$ cat src/rtl/dm_port_ctrl_if.sv
// Bus bundle between the loader/PE pipeline and the data-memory port controller.
// master: loader/PE side (and memory sink); slave: the controller.
interface dm_port_ctrl_if #(
  parameter int unsigned DATA_WIDTH    = 16,
  parameter int unsigned DM_ADDR_WIDTH = 8,
  parameter int unsigned INST_WIDTH    = 32
);
  logic                     ld_start;
  logic [DM_ADDR_WIDTH-1:0] ld_base;
  logic [DM_ADDR_WIDTH:0]   ld_len;
  logic                     ld_valid;
  logic [2*DATA_WIDTH-1:0]  ld_data;
  logic                     ld_ready;
  logic                     ld_busy;
  logic                     ld_done;

  logic                     pe_rd_valid;
  logic [DM_ADDR_WIDTH-1:0] pe_raddr0;
  logic [DM_ADDR_WIDTH-1:0] pe_raddr1;
  logic                     pe_rd_ready;
  logic                     pe_rvalid;

  logic                     pe_wb_valid;
  logic [DM_ADDR_WIDTH-1:0] pe_waddr;
  logic [2*DATA_WIDTH-1:0]  pe_wdata;
  logic                     pe_wb_ready;

  logic                     dm_wren;
  logic                     dm_rden;
  logic [INST_WIDTH-1:0]    dm_inst;
  logic [2*DATA_WIDTH-1:0]  dm_wdata;

  modport master (
    output ld_start, ld_base, ld_len, ld_valid, ld_data,
    output pe_rd_valid, pe_raddr0, pe_raddr1,
    output pe_wb_valid, pe_waddr, pe_wdata,
    input  ld_ready, ld_busy, ld_done, pe_rd_ready, pe_rvalid, pe_wb_ready,
    input  dm_wren, dm_rden, dm_inst, dm_wdata
  );

  modport slave (
    input  ld_start, ld_base, ld_len, ld_valid, ld_data,
    input  pe_rd_valid, pe_raddr0, pe_raddr1,
    input  pe_wb_valid, pe_waddr, pe_wdata,
    output ld_ready, ld_busy, ld_done, pe_rd_ready, pe_rvalid, pe_wb_ready,
    output dm_wren, dm_rden, dm_inst, dm_wdata
  );
endinterface

$ cat src/rtl/dm_port_ctrl.sv
// Data-memory port controller: burst loader FSM, round-robin write-port arbitration
// between loader and PE writeback, hazard-checked PE dual reads, instruction packing.
module dm_port_ctrl #(
  parameter int unsigned DATA_WIDTH    = 16,
  parameter int unsigned DM_ADDR_WIDTH = 8,
  parameter int unsigned INST_WIDTH    = 32
) (
  input logic           clk,
  input logic           rst,
  dm_port_ctrl_if.slave bus
);
  typedef enum logic [1:0] {StIdle, StLoad, StDone} state_e;

  state_e                   state_q, state_d;
  logic [DM_ADDR_WIDTH-1:0] ptr_q, ptr_d;
  logic [DM_ADDR_WIDTH:0]   rem_q, rem_d;
  logic                     ld_prio_q, ld_prio_d;  // 1: loader wins the next contest
  logic                     rvalid_q;

  logic                     ld_req, pe_req, contest;
  logic                     ld_win, pe_win, grant;
  logic                     hazard, rd_ok;
  logic [DM_ADDR_WIDTH-1:0] waddr;
  logic [2*DATA_WIDTH-1:0]  wdata;

  // Everything memory-facing is qualified by rst so outputs read zero during reset.
  always_comb begin
    ld_req  = rst && (state_q == StLoad) && bus.ld_valid;
    pe_req  = rst && bus.pe_wb_valid;
    contest = ld_req && pe_req;
    ld_win  = ld_req && (!pe_req || ld_prio_q);
    pe_win  = pe_req && !ld_win;
    grant   = ld_win || pe_win;
    waddr   = '0;
    wdata   = '0;
    if (ld_win) begin
      waddr = ptr_q;
      wdata = bus.ld_data;
    end else if (pe_win) begin
      waddr = bus.pe_waddr;
      wdata = bus.pe_wdata;
    end
    // Memory is read-first: a read of the word being written waits one cycle.
    hazard = grant && ((bus.pe_raddr0 == waddr) || (bus.pe_raddr1 == waddr));
    rd_ok  = rst && bus.pe_rd_valid && !hazard;
  end

  always_ff @(posedge clk or negedge rst) begin
    if (!rst) begin
      state_q   <= StIdle;
      ptr_q     <= '0;
      rem_q     <= '0;
      ld_prio_q <= 1'b0;
      rvalid_q  <= 1'b0;
    end else begin
      state_q   <= state_d;
      ptr_q     <= ptr_d;
      rem_q     <= rem_d;
      ld_prio_q <= ld_prio_d;
      rvalid_q  <= rd_ok;
    end
  end

  always_comb begin
    state_d   = state_q;
    ptr_d     = ptr_q;
    rem_d     = rem_q;
    ld_prio_d = ld_prio_q;
    if (contest) ld_prio_d = pe_win;
    unique case (state_q)
      StIdle: begin
        if (bus.ld_start) begin
          if (bus.ld_len == '0) begin
            state_d = StDone;
          end else begin
            state_d = StLoad;
            ptr_d   = bus.ld_base;
            rem_d   = bus.ld_len;
          end
        end
      end
      StLoad: begin
        if (ld_win) begin
          ptr_d = ptr_q + 1'b1;
          rem_d = rem_q - 1'b1;
          if (rem_q == (DM_ADDR_WIDTH+1)'(1)) state_d = StDone;
        end
      end
      StDone:  state_d = StIdle;
      default: state_d = StIdle;
    endcase
  end

  always_comb begin
    bus.ld_ready    = ld_win;
    bus.pe_wb_ready = pe_win;
    bus.pe_rd_ready = rd_ok;
    bus.ld_busy     = rst && (state_q != StIdle);
    bus.ld_done     = rst && (state_q == StDone);
    bus.pe_rvalid   = rvalid_q;
    bus.dm_wren     = grant;
    bus.dm_rden     = rd_ok;
    bus.dm_wdata    = wdata;
    bus.dm_inst     = '0;
    bus.dm_inst[DM_ADDR_WIDTH-1:0]   = rd_ok ? bus.pe_raddr0 : '0;
    bus.dm_inst[8  +: DM_ADDR_WIDTH] = rd_ok ? bus.pe_raddr1 : '0;
    bus.dm_inst[16 +: DM_ADDR_WIDTH] = waddr;
  end
endmodule

$ cat src/flat_wrapper.sv
// flat-port wrapper written by rule: the top's interface ports become plain ports
module dm_port_ctrl_flat 
#(
  parameter int unsigned DATA_WIDTH    = 16,
  parameter int unsigned DM_ADDR_WIDTH = 8,
  parameter int unsigned INST_WIDTH    = 32
)
  (clk, rst, bus_ld_start, bus_ld_base, bus_ld_len, bus_ld_valid, bus_ld_data, bus_pe_rd_valid, bus_pe_raddr0, bus_pe_raddr1, bus_pe_wb_valid, bus_pe_waddr, bus_pe_wdata, bus_ld_ready, bus_ld_busy, bus_ld_done, bus_pe_rd_ready, bus_pe_rvalid, bus_pe_wb_ready, bus_dm_wren, bus_dm_rden, bus_dm_inst, bus_dm_wdata);
  dm_port_ctrl_if #(.DATA_WIDTH(DATA_WIDTH), .DM_ADDR_WIDTH(DM_ADDR_WIDTH), .INST_WIDTH(INST_WIDTH)) bus_i ();
  input logic clk;
  input logic rst;
  input wire logic [$bits(bus_i.ld_start)-1:0] bus_ld_start;
  input wire logic [$bits(bus_i.ld_base)-1:0] bus_ld_base;
  input wire logic [$bits(bus_i.ld_len)-1:0] bus_ld_len;
  input wire logic [$bits(bus_i.ld_valid)-1:0] bus_ld_valid;
  input wire logic [$bits(bus_i.ld_data)-1:0] bus_ld_data;
  input wire logic [$bits(bus_i.pe_rd_valid)-1:0] bus_pe_rd_valid;
  input wire logic [$bits(bus_i.pe_raddr0)-1:0] bus_pe_raddr0;
  input wire logic [$bits(bus_i.pe_raddr1)-1:0] bus_pe_raddr1;
  input wire logic [$bits(bus_i.pe_wb_valid)-1:0] bus_pe_wb_valid;
  input wire logic [$bits(bus_i.pe_waddr)-1:0] bus_pe_waddr;
  input wire logic [$bits(bus_i.pe_wdata)-1:0] bus_pe_wdata;
  output wire logic [$bits(bus_i.ld_ready)-1:0] bus_ld_ready;
  output wire logic [$bits(bus_i.ld_busy)-1:0] bus_ld_busy;
  output wire logic [$bits(bus_i.ld_done)-1:0] bus_ld_done;
  output wire logic [$bits(bus_i.pe_rd_ready)-1:0] bus_pe_rd_ready;
  output wire logic [$bits(bus_i.pe_rvalid)-1:0] bus_pe_rvalid;
  output wire logic [$bits(bus_i.pe_wb_ready)-1:0] bus_pe_wb_ready;
  output wire logic [$bits(bus_i.dm_wren)-1:0] bus_dm_wren;
  output wire logic [$bits(bus_i.dm_rden)-1:0] bus_dm_rden;
  output wire logic [$bits(bus_i.dm_inst)-1:0] bus_dm_inst;
  output wire logic [$bits(bus_i.dm_wdata)-1:0] bus_dm_wdata;
  assign bus_i.ld_start = bus_ld_start;
  assign bus_i.ld_base = bus_ld_base;
  assign bus_i.ld_len = bus_ld_len;
  assign bus_i.ld_valid = bus_ld_valid;
  assign bus_i.ld_data = bus_ld_data;
  assign bus_i.pe_rd_valid = bus_pe_rd_valid;
  assign bus_i.pe_raddr0 = bus_pe_raddr0;
  assign bus_i.pe_raddr1 = bus_pe_raddr1;
  assign bus_i.pe_wb_valid = bus_pe_wb_valid;
  assign bus_i.pe_waddr = bus_pe_waddr;
  assign bus_i.pe_wdata = bus_pe_wdata;
  assign bus_ld_ready = bus_i.ld_ready;
  assign bus_ld_busy = bus_i.ld_busy;
  assign bus_ld_done = bus_i.ld_done;
  assign bus_pe_rd_ready = bus_i.pe_rd_ready;
  assign bus_pe_rvalid = bus_i.pe_rvalid;
  assign bus_pe_wb_ready = bus_i.pe_wb_ready;
  assign bus_dm_wren = bus_i.dm_wren;
  assign bus_dm_rden = bus_i.dm_rden;
  assign bus_dm_inst = bus_i.dm_inst;
  assign bus_dm_wdata = bus_i.dm_wdata;
  dm_port_ctrl #(.DATA_WIDTH(DATA_WIDTH), .DM_ADDR_WIDTH(DM_ADDR_WIDTH), .INST_WIDTH(INST_WIDTH)) u_core (.clk(clk), .rst(rst), .bus(bus_i));
endmodule
$ cat config.mk
export PLATFORM = sky130hd
export DESIGN_NAME = dm_port_ctrl_flat
export DESIGN_NICKNAME = d
export VERILOG_FILES = /design/src/rtl/dm_port_ctrl_if.sv /design/src/rtl/dm_port_ctrl.sv /design/src/flat_wrapper.sv
export SDC_FILE = /design/constraint.sdc
export NUM_CORES = 1
export LEC_CHECK = 0
export BUFFER_PORTS_ARGS = -buffer_cell sky130_fd_sc_hd__buf_2
export CAP_MARGIN = 10
export CORE_UTILIZATION = 35
export CTS_CLUSTER_SIZE = 40
export DETAILED_ROUTE_END_ITERATION = 12
export PLACE_DENSITY = 0.73
export SLEW_MARGIN = 10
export SYNTH_ARGS = -nofsm -noshare
export SYNTH_HDL_FRONTEND = slang
export SYNTH_SLANG_ARGS = --single-unit
$ cat constraint.sdc
create_clock -name clk -period 2.75 [get_ports clk]
set_input_delay 0.1375 -clock clk [delete_from_list [all_inputs] [get_ports clk]]
set_output_delay 0.1375 -clock clk [all_outputs]
set_load 0.02 [all_outputs]
### Yosys cells after proc, flatten, opt, wreduce, memory -nomap -nowiden

Index checks and enable logic that the tools add are counted.

* bits in registers: 21
* bits in latches: 0
* bits of input ports: 111
* RAM bits: 0
* output and inout port bits: 72
* logic and storage cells: 58
* memories: 0
* bits in read-only memories: 0

* reduce and logical (&&, ||, !) cells: 23
* add/subtract/negate cells: 2
* multipliers: 0
* eq/ne operators: 9
* div/mod/pow operators: 0
* multiplexer cells: 19
* shifts and indexed selects: 0
* magnitude comparators: 0
* bitwise logic cells: 0

Operators with widths (count)
* $mux 32: 2
* $mux 8: 7
* $mux 9: 3
* $pmux 9 s2: 1
* $eq 8x8->1: 2
* $pmux 8 s2: 1
* $logic_and 1x1->1: 11
* $eq 9x1->1 const B: 1
* $logic_not 9->1: 1
* $sub 9x1->9 const B: 1
* $add 8x1->8 const B: 1
* $mux 2: 4
* $ne 2x2->1 const B: 4
* $pmux 2 s2: 1
* $reduce_and 4->1: 1
* $reduce_bool 2->1: 2
* $logic_not 1->1: 3
* $logic_or 1x1->1: 3
* $reduce_and 3->1: 1
* $eq 2x1->1 const B: 1
* $eq 2x2->1 const B: 1
* $logic_not 2->1: 1

### Depth between registers and ports, before layout

* word-level depth: 14
* depth in mapped cells: 10
* depth with buffers taken out: 7

### Least setup slack after synthesis

OpenSTA, ideal clock, no wires.

* path type: reg2out
* start: register u_core.state_q[1]
* end: output port bus_pe_rd_ready
* path buffers: 2
* stages on the path, launching flop included: 10
* slack: 0.457 ns
* required time: 2.612 ns
* arrival time: 2.156 ns
* path through: dfrtp_1 -> buf_4 -> nand4b_2 -> nand4_1 -> a21oi_1 -> nor4b_1 -> nand4_1 -> a21boi_4 -> nor2b_1 -> buf_4

* longest elaborated chain between the ends: 13
* elaborated cells between the ends (all ways): 15
* those cells by class: eq/ne (3); mux (2); reduce/logical (10)

Ends and longest elaborated chain
* from (decl): line dm_port_ctrl.sv:14 `state_e state_q, state_d;`
* from (signal assigned): line dm_port_ctrl.sv:50 `state_q <= StIdle;`
* from (signal assigned): line dm_port_ctrl.sv:56 `state_q <= state_d;`
* $eq 2x1->1 (*): line dm_port_ctrl.sv:28 `ld_req = rst && (state_q == StLoad) && bus.ld_valid;`
* $logic_and 1x1->1 (*) (2 in a row): line dm_port_ctrl.sv:28
* $logic_and 1x1->1 (*): line dm_port_ctrl.sv:31 `ld_win = ld_req && (!pe_req || ld_prio_q);`
* $logic_not 1->1: line dm_port_ctrl.sv:32 `pe_win = pe_req && !ld_win;`
* $logic_and 1x1->1: line dm_port_ctrl.sv:32
* $mux 8: line dm_port_ctrl.sv:39 `end else if (pe_win) begin`
* $mux 8: line dm_port_ctrl.sv:36 `if (ld_win) begin`
* $eq 8x8->1: line dm_port_ctrl.sv:44 `hazard = grant && ((bus.pe_raddr0 == waddr) || (bus.pe_raddr1 == waddr));`
* $logic_or 1x1->1: line dm_port_ctrl.sv:44
* $logic_and 1x1->1 (*): line dm_port_ctrl.sv:44
* $logic_not 1->1 (*): line dm_port_ctrl.sv:45 `rd_ok = rst && bus.pe_rd_valid && !hazard;`
* $logic_and 1x1->1 (*): line dm_port_ctrl.sv:45
* to (decl): line flat_wrapper.sv:26 `output wire logic [$bits(bus_i.pe_rd_ready)-1:0] bus_pe_rd_ready;`

Every way passes the cells marked *; elsewhere a longest branch is shown, timed or not.

### Final worst setup path

* start: register u_core.state_q[1]
* end: output port bus_dm_inst[14]

* longest elaborated chain between the ends: 14
* elaborated cells between the ends (all ways): 16
* those cells by class: eq/ne (3); mux (3); reduce/logical (10)

Ends and longest elaborated chain
* $eq 2x1->1 (*): line dm_port_ctrl.sv:28
* $logic_and 1x1->1 (*) (2 in a row): line dm_port_ctrl.sv:28
* $logic_and 1x1->1 (*): line dm_port_ctrl.sv:31
* $logic_not 1->1: line dm_port_ctrl.sv:32
* $logic_and 1x1->1: line dm_port_ctrl.sv:32
* $mux 8: line dm_port_ctrl.sv:39
* $mux 8: line dm_port_ctrl.sv:36
* $eq 8x8->1: line dm_port_ctrl.sv:44
* $logic_or 1x1->1: line dm_port_ctrl.sv:44
* $logic_and 1x1->1 (*): line dm_port_ctrl.sv:44
* $logic_not 1->1 (*): line dm_port_ctrl.sv:45
* $logic_and 1x1->1 (*): line dm_port_ctrl.sv:45
* $mux 8 (*): line dm_port_ctrl.sv:106 `bus.dm_inst[8 +: DM_ADDR_WIDTH] = rd_ok ? bus.pe_raddr1 : '0;`
* to (decl): line flat_wrapper.sv:31 `output wire logic [$bits(bus_i.dm_inst)-1:0] bus_dm_inst;`

Marks and branches as above.

==> flow_summary.html <==
<table>
<tr><th>Metric</th><th>Value</th></tr>
<tr><th colspan="2">Global route</th></tr>
<tr><td>Number of antenna violations at the first check in global routing</td><td>1</td></tr>
<tr><td>Largest net degree at the start of global routing</td><td>35</td></tr>
<tr><td>Total overflow reported by the global router</td><td>0</td></tr>
<tr><td>Overall Global Routing Usage</td><td>22.6%</td></tr>
<tr><td>Vias in the first global route</td><td>2876</td></tr>
<tr><td>Global-route wire length before repair</td><td>13200 microns</td></tr>
<tr><th colspan="2">Final layout</th></tr>
<tr><td>Number of standard cells in the final layout excluding fillers</td><td>563</td></tr>
<tr><td>Layout-stage area growth over the synthesis result</td><td>49.0%</td></tr>
<tr><td>Fraction of final layout cells sized beyond drive strength 1</td><td>47.8%</td></tr>
<tr><td>Commonest non-fill, non-tap cell in the layout</td><td>sky130_fd_sc_hd__buf_2</td></tr>
<tr><td>Net total in the final layout</td><td>600</td></tr>
<tr><td>Post-layout instance area</td><td>0.00346 sq mm</td></tr>
<tr><td>Core occupancy in the finished layout</td><td>54.2%</td></tr>
<tr><td>Commonest cells after routing, fill and taps aside</td><td>sky130_fd_sc_hd__buf_2 (174), sky130_fd_sc_hd__a21oi_1 (38), sky130_fd_sc_hd__nand2_1 (36), sky130_fd_sc_hd__a22o_1 (32), sky130_fd_sc_hd__dfrtp_1 (20)</td></tr>
<tr><th colspan="2">Synthesis</th></tr>
<tr><td>Post-synthesis sequential area ratio</td><td>22.6%</td></tr>
<tr><td>Total of flip-flops plus latches after synthesis</td><td>21</td></tr>
<tr><td>Synth unique cells</td><td>44</td></tr>
<tr><td>EDFF count, synth</td><td>0</td></tr>
<tr><td>Most common flop cell mapped by yosys</td><td>sky130_fd_sc_hd__dfrtp_1</td></tr>
<tr><td>Summed instance area of the synthesized netlist</td><td>0.00232 sq mm</td></tr>
<tr><td>Proportion of register bits with asynchronous set or reset after synthesis</td><td>100%</td></tr>
<tr><td>Yosys synthesis warning count</td><td>0</td></tr>
<tr><td>Gate Count Post-Synth</td><td>315</td></tr>
<tr><td>Average instance area after synthesis</td><td>7.38 sq um</td></tr>
<tr><th colspan="2">Drt</th></tr>
<tr><td>DR vias</td><td>3127</td></tr>
<tr><td>Number of antenna-violating nets in the routed design</td><td>0</td></tr>
<tr><td>First-iteration detailed-routing DRC count</td><td>203</td></tr>
<tr><td>Wirelength per Cell</td><td>15.5 microns</td></tr>
<tr><td>Final wirelength</td><td>8740 microns</td></tr>
<tr><td>Number of optimization iterations in the first detailed-route pass</td><td>4</td></tr>
<tr><td>Number of remaining DRC errors</td><td>0</td></tr>
<tr><td>Via/cell ratio</td><td>5.55</td></tr>
<tr><th colspan="2">Pwr</th></tr>
<tr><td>Power Dens Cells</td><td>685 mW/mm^2</td></tr>
<tr><td>Static power due to leakage</td><td>1.87 nW</td></tr>
<tr><td>Peak VDD IR</td><td>0.300 mV</td></tr>
<tr><th colspan="2">Place</th></tr>
<tr><td>Port buffer count</td><td>174</td></tr>
<tr><td>Setup slack at placement</td><td>86.8 ps</td></tr>
<tr><td>Total half-perimeter wirelength after legalization and detailed placement</td><td>6510 microns</td></tr>
<tr><td>Cell count after placement</td><td>548</td></tr>
<tr><td>Area after detailed placement</td><td>0.00319 sq mm</td></tr>
<tr><td>RD Place Congestion</td><td>0.908</td></tr>
<tr><th colspan="2">Floorplan</th></tr>
<tr><td>Die H</td><td>83.5 microns</td></tr>
<tr><td>Initial standard-cell utilization of the core</td><td>36.4%</td></tr>
<tr><td>Horizontal die dimension</td><td>83.5 microns</td></tr>
<tr><td>Die area</td><td>0.00697 sq mm</td></tr>
<tr><td>Number of top-level pins</td><td>183</td></tr>
<tr><td>Placement Rows</td><td>29</td></tr>
<tr><td>Core Area</td><td>0.00639 sq mm</td></tr>
<tr><th colspan="2">STA</th></tr>
<tr><td>Min cycle time layout</td><td>2710 ps</td></tr>
<tr><td>Fin worst setup slack</td><td>39.8 ps</td></tr>
<tr><td>Max Freq</td><td>369 MHz</td></tr>
<tr><td>Remaining max-slew budget at the tightest pin</td><td>56.8%</td></tr>
<tr><td>Worst-Margin Slew</td><td>645 ps</td></tr>
<tr><td>Share of the clock period used by the worst path after layout</td><td>98.6%</td></tr>
<tr><td>Worst setup skew after layout</td><td>5.20 ps</td></tr>
<tr><td>Number of hold-slack violations in the final timing report</td><td>0</td></tr>
<tr><td>Setup repair after global routing missed its margin</td><td>yes</td></tr>
<tr><td>Number of endpoints failing setup at the final stage</td><td>0</td></tr>
<tr><td>Number of slew-limit violations in the final report</td><td>0</td></tr>
<tr><th colspan="2">Worst setup path</th></tr>
<tr><td>WP data arrival</td><td>2570 ps</td></tr>
<tr><td>Element type at the critical path start</td><td>flip-flop</td></tr>
<tr><td>Required time of the critical path</td><td>2610 ps</td></tr>
<tr><td>Endpoint type of the worst setup path</td><td>output port</td></tr>
<tr><td>Crit path max fanout</td><td>8</td></tr>
<tr><td>Critical path start-end classification</td><td>reg2out</td></tr>
<tr><th colspan="2">Clocking</th></tr>
<tr><td>CTS tree</td><td>built</td></tr>
<tr><td>Number of buffers inserted during clock tree synthesis</td><td>3</td></tr>
<tr><td>Maximum level of the CTS H-tree</td><td>1</td></tr>
<tr><td>Count of clock tree sinks</td><td>21</td></tr>
<tr><td>Worst skew pair latency</td><td>270 ps</td></tr>
<tr><td>CTS Root Cell</td><td>sky130_fd_sc_hd__clkbuf_8</td></tr>
<tr><td>Clock transition at path regs</td><td>90 ps</td></tr>
<tr><td>Maximum buffer depth of the clock tree</td><td>2</td></tr>
<tr><th colspan="2">Job</th></tr>
<tr><td>MaxCap Viol Count</td><td>0</td></tr>
<tr><th colspan="2">Outcome</th></tr>
<tr><td>Outcome</td><td>finished, final reports clean</td></tr>
<tr><th colspan="2">Min path</th></tr>
<tr><td>Path type of the worst min-delay path</td><td>in2reg</td></tr>
</table>
[final timing paths]
| path | from | end | slack, ps | depth (start not counted) |
|---|---|---|---|---|
| max in group asynchronous | rst | u_core.ptr_q[5] | 2010 | 2 |
| worst min register to register | u_core.ld_prio_q | u_core.ld_prio_q | 520 | 1 |
| worst max register to register | u_core.state_q[1] | u_core.bus.pe_rvalid | 510 | 8 |
| worst min-delay path | bus_ld_base[0] | u_core.ptr_q[0] | 110 | 3 |
| min in group asynchronous | rst | u_core.state_q[0] | 230 | 2 |
| worst max-delay path | u_core.state_q[1] | bus_dm_inst[14] | 40 | 9 |
[power by group]
group	internal [mW]	total [mW]	switching, mW
logic	0.611	1.52	0.905
clock network	0.101	0.219	0.117
registers	0.458	0.638	0.180
total	1.17	2.37	1.20
[logic make-up (layout without fill, tap and decap cells)]
logic type	count (synthesis)	in the layout	synth area share (%)
AND/OR/NAND/NOR	145	147	35.5
AO/OA/AOI/OAI	103	103	29.2
buffers and inverters	41	202	10.6
flip-flops	21	21	22.6
adder cells (fa/ha/maj)	3	3	1.62
other	1	9	0.161
XOR/XNOR	1	1	0.377
[cell usage after synthesis, types with 10 or more instances]
cell / count / area, sq um
sky130_fd_sc_hd__nor2_2: 10 / 62.6
sky130_fd_sc_hd__and3_1: 12 / 75.1
sky130_fd_sc_hd__dfrtp_1: 21 / 526
sky130_fd_sc_hd__nand4_1: 13 / 81.3
sky130_fd_sc_hd__nand2_1: 36 / 135
sky130_fd_sc_hd__nand3_1: 18 / 90.1
sky130_fd_sc_hd__nor2_1: 18 / 67.6
sky130_fd_sc_hd__buf_4: 11 / 82.6
sky130_fd_sc_hd__a22o_1: 32 / 280
sky130_fd_sc_hd__clkbuf_1: 17 / 63.8
sky130_fd_sc_hd__a21oi_1: 38 / 190
sky130_fd_sc_hd__o21ai_0: 17 / 85.1
[layer usage]
layer | share of wire, % | vias to the layer above | wire length, microns | global-route usage [%]
li1 | - | 1509 | - | -
met3 | 5.3 | 27 | 461 | 2.08
met4 | 3.2 | 0 | 276 | 8.94
met1 | 42 | 1454 | 3660 | 27.8
met5 | 0 | - | 0 | 0
met2 | 50 | 137 | 4340 | 40.7
[repair_timing]
item	CTS	global route
endpoints found under the hold margin	3	0
cloned	1	2
gates resized for setup	4	17
endpoints found under the setup margin	18	18
pin swaps	2	11
buffers inserted	0	6
hold buffers	1	0
[critical path, stage by stage (launching register included)]
cell	delay, ps
sky130_fd_sc_hd__dfrtp_1	410
sky130_fd_sc_hd__and3b_2	390
sky130_fd_sc_hd__nand4_4	160
sky130_fd_sc_hd__and3_4	220
sky130_fd_sc_hd__nor4b_2	310
sky130_fd_sc_hd__nand4_1	190
sky130_fd_sc_hd__a21boi_4	230
sky130_fd_sc_hd__clkbuf_16	200
sky130_fd_sc_hd__nor2_2	40
sky130_fd_sc_hd__buf_2	150
[layout make-up]
class / count / area (sq um)
tap: 77 / 96.3
antenna: 1 / 2.50
clock inverter: 1 / 5.00
clock buffer: 3 / 41.3
multi-input combinational: 262 / 1720
sequential: 21 / 527
inverter: 5 / 18.8
fill: 617 / 2920
timing repair buffer: 193 / 1050
[registers in the layout, summed over array words and instances, names as in the netlist]
name	cells
u_core.rem_q	9
u_core.ptr_q	8
u_core.bus.pe_rvalid	1
u_core.ld_prio_q	1
u_core.state_q	2
[stage by stage]
| step | hold WS (ps) | setup TNS [ps] | power, mW |
|---|---|---|---|
| 2_1_floorplan | -158 | 0 | 1.61 |
| 3_3_place_gp | 87.9 | 0 | 1.95 |
| 3_5_place_dp | 94.2 | 0 | 2.00 |
| 4_1_cts | 96.5 | 0 | 2.24 |
| 5_1_grt | 135 | -1660 | 2.57 |
| 6_report | 107 | 0 | 2.37 |
Note: power is estimated with default switching activity, not from simulation.
